===== src/rtl/stopwatch_lap_ctrl.sv =====
// ---------------------------------------------------------------------------
// stopwatch_lap_ctrl
//   Count-up stopwatch core, mm:ss in BCD (00:00 .. 99:59), with a lap
//   (split) capture. It takes debounced single-cycle button pulses, derives
//   its own 1 s tick from clk, and drives a 16-bit BCD word that goes
//   straight into the 4-digit FND controller.
//
// Parameters
//   TICK_DIV    clk cycles per counted second (>= 2)
//   SAT_AT_MAX  1: stop and hold at 99:59; 0: wrap to 00:00 and keep running
//
// Ports
//   clk         system clock
//   reset_p     asynchronous, active-high reset
//   start_stop  1-cycle pulse: start / pause / resume
//   lap         1-cycle pulse: freeze display at split / release split
//   clear       1-cycle pulse: zero everything (ignored while running)
//   value       {min10,min1,sec10,sec1} BCD: live count, or split while lap_hold
//   running     1 while counting
//   lap_hold    1 while the display shows the frozen split
//   max_flag    SAT_AT_MAX=1: level set on reaching 99:59;
//               SAT_AT_MAX=0: 1-cycle pulse on wrap to 00:00
// ---------------------------------------------------------------------------
module stopwatch_lap_ctrl #(
   parameter int TICK_DIV   = 100_000_000,
   parameter int SAT_AT_MAX = 1
) (
   input  logic        clk,
   input  logic        reset_p,
   input  logic        start_stop,
   input  logic        lap,
   input  logic        clear,
   output logic [15:0] value,
   output logic        running,
   output logic        lap_hold,
   output logic        max_flag
);

   localparam int PW = (TICK_DIV > 2) ? $clog2(TICK_DIV) : 1;
   localparam logic [PW-1:0] PRE_LAST = PW'(TICK_DIV - 1);
   localparam logic [15:0]   MAX_CNT  = 16'h9959;

   typedef enum logic [1:0] {IDLE, RUN, PAUSE} state_t;

   state_t        state, state_n;
   logic [15:0]   count, count_n;
   logic [15:0]   lap_reg, lap_n;
   logic [PW-1:0] pre, pre_n;
   logic          hold_n;
   logic          max_n;
   logic          tick;

   // One-second BCD increment; the 99:59 case is handled by the caller, so
   // every digit here stays inside its legal range.
   function automatic logic [15:0] bcd_inc(input logic [15:0] c);
      logic [3:0] m10, m1, s10, s1;
      {m10, m1, s10, s1} = c;
      if (s1 != 4'd9) begin
         s1 = s1 + 4'd1;
      end else begin
         s1 = 4'd0;
         if (s10 != 4'd5) begin
            s10 = s10 + 4'd1;
         end else begin
            s10 = 4'd0;
            if (m1 != 4'd9) begin
               m1 = m1 + 4'd1;
            end else begin
               m1  = 4'd0;
               m10 = (m10 == 4'd9) ? 4'd0 : m10 + 4'd1;
            end
         end
      end
      return {m10, m1, s10, s1};
   endfunction

   assign tick = (state == RUN) && (pre == PRE_LAST);

   always_comb begin
      state_n = state;
      count_n = count;
      lap_n   = lap_reg;
      hold_n  = lap_hold;
      pre_n   = pre;
      // In wrap mode max_flag is a pulse, so it falls back to 0 by default.
      max_n   = (SAT_AT_MAX != 0) ? max_flag : 1'b0;

      if (clear && (state != RUN)) begin
         state_n = IDLE;
         count_n = '0;
         lap_n   = '0;
         hold_n  = 1'b0;
         pre_n   = '0;
         max_n   = 1'b0;
      end else begin
         if (state == RUN)
            pre_n = tick ? '0 : pre + 1'b1;

         if (tick) begin
            if (count == MAX_CNT) begin
               max_n = 1'b1;
               if (SAT_AT_MAX != 0)
                  state_n = PAUSE;
               else
                  count_n = '0;
            end else begin
               count_n = bcd_inc(count);
            end
         end

         // start_stop outranks lap; a tick in the same cycle is still applied.
         if (start_stop) begin
            case (state)
               IDLE: begin
                  state_n = RUN;
                  pre_n   = '0;
               end
               RUN:     state_n = PAUSE;
               PAUSE:   if (!((SAT_AT_MAX != 0) && max_flag)) state_n = RUN;
               default: state_n = IDLE;
            endcase
         end else if (lap) begin
            if (lap_hold) begin
               hold_n = 1'b0;
            end else if (state == RUN) begin
               // Split takes the pre-increment count.
               lap_n  = count;
               hold_n = 1'b1;
            end
         end
      end
   end

   // Outputs are registered from the next-state values so they move on the
   // same edge that consumes the causing pulse or tick.
   always_ff @(posedge clk or posedge reset_p) begin
      if (reset_p) begin
         state    <= IDLE;
         count    <= '0;
         lap_reg  <= '0;
         pre      <= '0;
         value    <= '0;
         running  <= 1'b0;
         lap_hold <= 1'b0;
         max_flag <= 1'b0;
      end else begin
         state    <= state_n;
         count    <= count_n;
         lap_reg  <= lap_n;
         pre      <= pre_n;
         value    <= hold_n ? lap_n : count_n;
         running  <= (state_n == RUN);
         lap_hold <= hold_n;
         max_flag <= max_n;
      end
   end

endmodule


===== config.mk =====
export PLATFORM = sky130hd
export DESIGN_NAME = stopwatch_lap_ctrl
export DESIGN_NICKNAME = d
export VERILOG_FILES = /design/src/rtl/stopwatch_lap_ctrl.sv
export SDC_FILE = /design/constraint.sdc
export NUM_CORES = 1
export LEC_CHECK = 0
export CAP_MARGIN = 20
export CORE_ASPECT_RATIO = 0.8
export CORE_MARGIN = 2
export CORE_UTILIZATION = 59
export CTS_CLUSTER_SIZE = 14
export DETAILED_ROUTE_END_ITERATION = 7
export PLACE_DENSITY_LB_ADDON = 0.3
export SYNTH_ARGS = -nofsm -noshare
export SYNTH_HDL_FRONTEND = slang
export SYNTH_SLANG_ARGS = --single-unit

===== constraint.sdc =====
create_clock -name clk -period 2.64 [get_ports clk]
set_input_delay 0.264 -clock clk [delete_from_list [all_inputs] [get_ports clk]]
set_output_delay 0.264 -clock clk [all_outputs]
set_load 0.1 [all_outputs]

==> results.txt <==
- Outcome: finished clean
* Setup repair after global routing missed its margin: false
- Yosys mapped the design onto 46 distinct sky130hd cell types.
- Data required, critical path: 2.87 ns
- The commonest cells after synthesis are sky130_fd_sc_hd__dfrtp_1, sky130_fd_sc_hd__nor2_1, sky130_fd_sc_hd__nand2_1.
- Total core area: 6340 sq um
- For this run, design rule violations remaining after detail routing come to 0.
- Detailed placement finished with a half-perimeter wire length of 5290 microns.
* Max-cap violations: 0
- Worst min path class: input pin to asynchronous set/reset pin
- In the final routed layout, each cell accounts on average for 15.3 microns.
- Final total negative setup slack: 0 ns
- The via count of the first global-routing pass is 2,788.
- Row generation in the floorplan step produced 26 rows.
- Initial drt markers: 178
- The worst setup path is captured at a register.
* Area growth from synthesis to layout: 14.0%
- Summed over all instances, the cell type with the most area after synthesis is sky130_fd_sc_hd__dfrtp_1.
- Overall die area: 7180 sq um
- When the netlist entered floorplanning its net count stood at 402.
- Summed over all layers, the routed wires come to 7810 microns.
- Wire length of the first global-routing pass: 13,600 microns
- Once detail routing completed, the nets flagged for antenna violations numbered 0.
* Slew at the pin with the worst max-slew slack: 0.617 ns
- Global routing finished with a remaining overflow of 0.
- Once the clock tree was built, the setup fixing pass inserted 0 buffers.
- Total power for the finished layout comes to 0.00240 W.
- Of the cells placed in the final design, the portion with a size suffix greater than 1 is 0.139.
- Cell with the most instances after synthesis: sky130_fd_sc_hd__dfrtp_1
- Port buffering added 23 buffers.
- After clock tree synthesis, the clock-pin slew on the worst setup and hold paths is 0.08 ns.
- Diodes inserted: 0
- Number of flip-flops in the largest register: 27
* Sequential cell area fraction in the yosys report: 0.521
- The number of antenna violations at the first check in global routing is 0.
- After detailed routing, the number of vias per cell comes to 5.66.
* Largest reg by FF count: pre
- Critical path class: register to register
- Max Clock Freq: 406 MHz
* Worst-Skew Late Latency: 0.35 ns
- Along the worst path, the maximum fanout reaches 9.
* Sinks on Clock Net: 80
- Total standard cell area after synthesis: 3840 sq um
- Die Height: 76.2 microns
- In the finished design, the share of the clock period the worst path needs comes to 0.933.
- The final count of pins violating max slew is 0.
- TritonCTS clock tree: built
* Synthesis Warnings: 0
* Drt first pass iters: 5
- Hold timing on the final database bottoms out at a slack of 0.305 ns.
- The cell sitting at the root of the clock tree is a sky130_fd_sc_hd__clkbuf_8.
- Final Hold Violating Endpoints: 0
* Worst rel slew slack: 0.588
- For this design the static power due to leakage is 1.97 nW.
* Top cell type's share of synthesized area: 0.521
* Total setup violations reported at the end of the flow: 0
* Final Instance Count excl. Fillers: 509
- During I/O placement, the number of pins put on the boundary was 24.
* Worst supply voltage drop on vdd: 0.338 mV
- Once layout is done, the placed cells without fillers occupy 4380 sq um.
- In this run, synthesis inferred 0 flip-flops with an integrated enable.
- For this run, the post-layout net count is 434.
- Vias: 2,883
- Including well taps, the total number of placed cells is 493.
* Nature of the critical path startpoint: register
* Cell area after placement: 4190 sq um
- Across every metal layer, demand over resource in global routing totals 0.242.
- Maximum clock skew at final layout: 0.00977 ns
- Initial Utilization: 0.606
* Top post-synthesis cells by area: sky130_fd_sc_hd__dfrtp_1, sky130_fd_sc_hd__nor2_1, sky130_fd_sc_hd__mux2i_1
* Number of H-tree branching levels: 3
- STA puts the critical path data arrival time at 2.69 ns.
- Entering global routing, the biggest net connects 36 pins.
- Post_cts resized: 0
- In this run, CTS created clock tree buffers numbering 9.
- Synthesis produced 388 cells.
- Post-Synthesis Mean Instance Area: 9.90 sq um
* Final worst path period need: 2.46 ns
* Hold-fix buffers, CTS: 0
- Dividing total power by cell area gives a power density of 548 nW/um^2.
- The congestion estimate from routability-driven global placement came to 0.851.
- Of all flip-flops after synthesis, the portion carrying an async set or reset was 1.00.
- The filler cells instantiated in the layout total 489.
- Among all flip-flop cells after synthesis, the most frequent one is sky130_fd_sc_hd__dfrtp_1.
- In this run the deepest clock path goes through 2 buffers.
- Yosys reg bits: 80
- Die W: 94.2 microns
## stage by stage
stage	util	worst slack, ns
2_1_floorplan	-	0.324
3_3_place_gp	0.661	0.320
3_5_place_dp	0.661	0.256
4_1_cts	0.690	0.218
5_1_grt	0.690	0.0509
6_report	0.690	0.178
## worst max-delay path, cell delays in order (launching register included)
cell,delay (ns)
sky130_fd_sc_hd__dfrtp_1,0.41
sky130_fd_sc_hd__ha_1,0.20
sky130_fd_sc_hd__nand3_1,0.15
sky130_fd_sc_hd__or4_1,0.54
sky130_fd_sc_hd__or2_1,0.34
sky130_fd_sc_hd__nor3_1,0.47
sky130_fd_sc_hd__a2111o_1,0.18
sky130_fd_sc_hd__nand2_1,0.05
## routing by layer
metal	track usage	vias to the layer above	part of all wire
li1	-	1401	-
met1	0.368	1397	0.50
met2	0.344	79	0.44
met3	0.0643	6	0.054
met4	0.0652	0	0.0097
met5	0	-	0
## final timing paths
check | slack, ns | cells past startpoint | end | from
setup reg to reg | 0.18 | 7 | state[0] | pre[0]
hold / removal | 0.31 | 2 | value[2] | reset_p
min in group clk | 0.53 | 2 | lap_reg[8] | lap_reg[8]
max in group asynchronous | 1.71 | 3 | lap_reg[6] | reset_p
hold reg to reg | 0.53 | 2 | lap_reg[8] | lap_reg[8]
setup / recovery | 0.18 | 7 | state[0] | pre[0]
## logic make-up after synthesis
family / share of synthesized area
AO/OA/AOI/OAI: 0.0785
XOR/XNOR: 0.0593
adder cells (fa/ha/maj): 0.0293
buffers and inverters: 0.0300
flip-flops: 0.521
multiplexers: 0.0554
AND/OR/NAND/NOR: 0.226
## layout make-up
class	instances	area, sq um	area share
sequential	80	2000	0.457
multi-input combinational	280	1730	0.395
timing repair buffer	36	305	0.0697
clock buffer	10	128	0.0291
tap	84	105	0.0240
clock inverter	6	60.1	0.0137
inverter	13	50.0	0.0114
## placed cells by master (no fill, tap or decap), types with 5 or more instances in the layout
cell type                   netlist  final
sky130_fd_sc_hd__a21oi_1         11     11
sky130_fd_sc_hd__buf_4            0     30
sky130_fd_sc_hd__clkbuf_8         0      9
sky130_fd_sc_hd__dfrtp_1         80     80
sky130_fd_sc_hd__ha_1             9      9
sky130_fd_sc_hd__inv_1           13     12
sky130_fd_sc_hd__mux2i_1         19     19
sky130_fd_sc_hd__nand2_1         38     38
sky130_fd_sc_hd__nand3_1         11     11
sky130_fd_sc_hd__nand4_1          9      9
sky130_fd_sc_hd__nor2_1          66     66
sky130_fd_sc_hd__nor3_1          12     11
sky130_fd_sc_hd__nor4_1           6      6
sky130_fd_sc_hd__o21ai_0         20     20
sky130_fd_sc_hd__o2bb2ai_1        5      5
sky130_fd_sc_hd__or3_1            5      5
sky130_fd_sc_hd__xnor2_1         15     15
sky130_fd_sc_hd__xor2_1          11     11
## where the power goes
group / switching (W) / total [W] / internal (W) / leakage, nW
clock network: 0.000430 / 0.000861 / 0.000432 / 0.0920
logic: 0.000201 / 0.000270 / 0.0000692 / 0.764
registers: 0.0000233 / 0.00127 / 0.00125 / 1.11
total: 0.000653 / 0.00240 / 0.00175 / 1.97
Power figures use the tool's default switching activity.
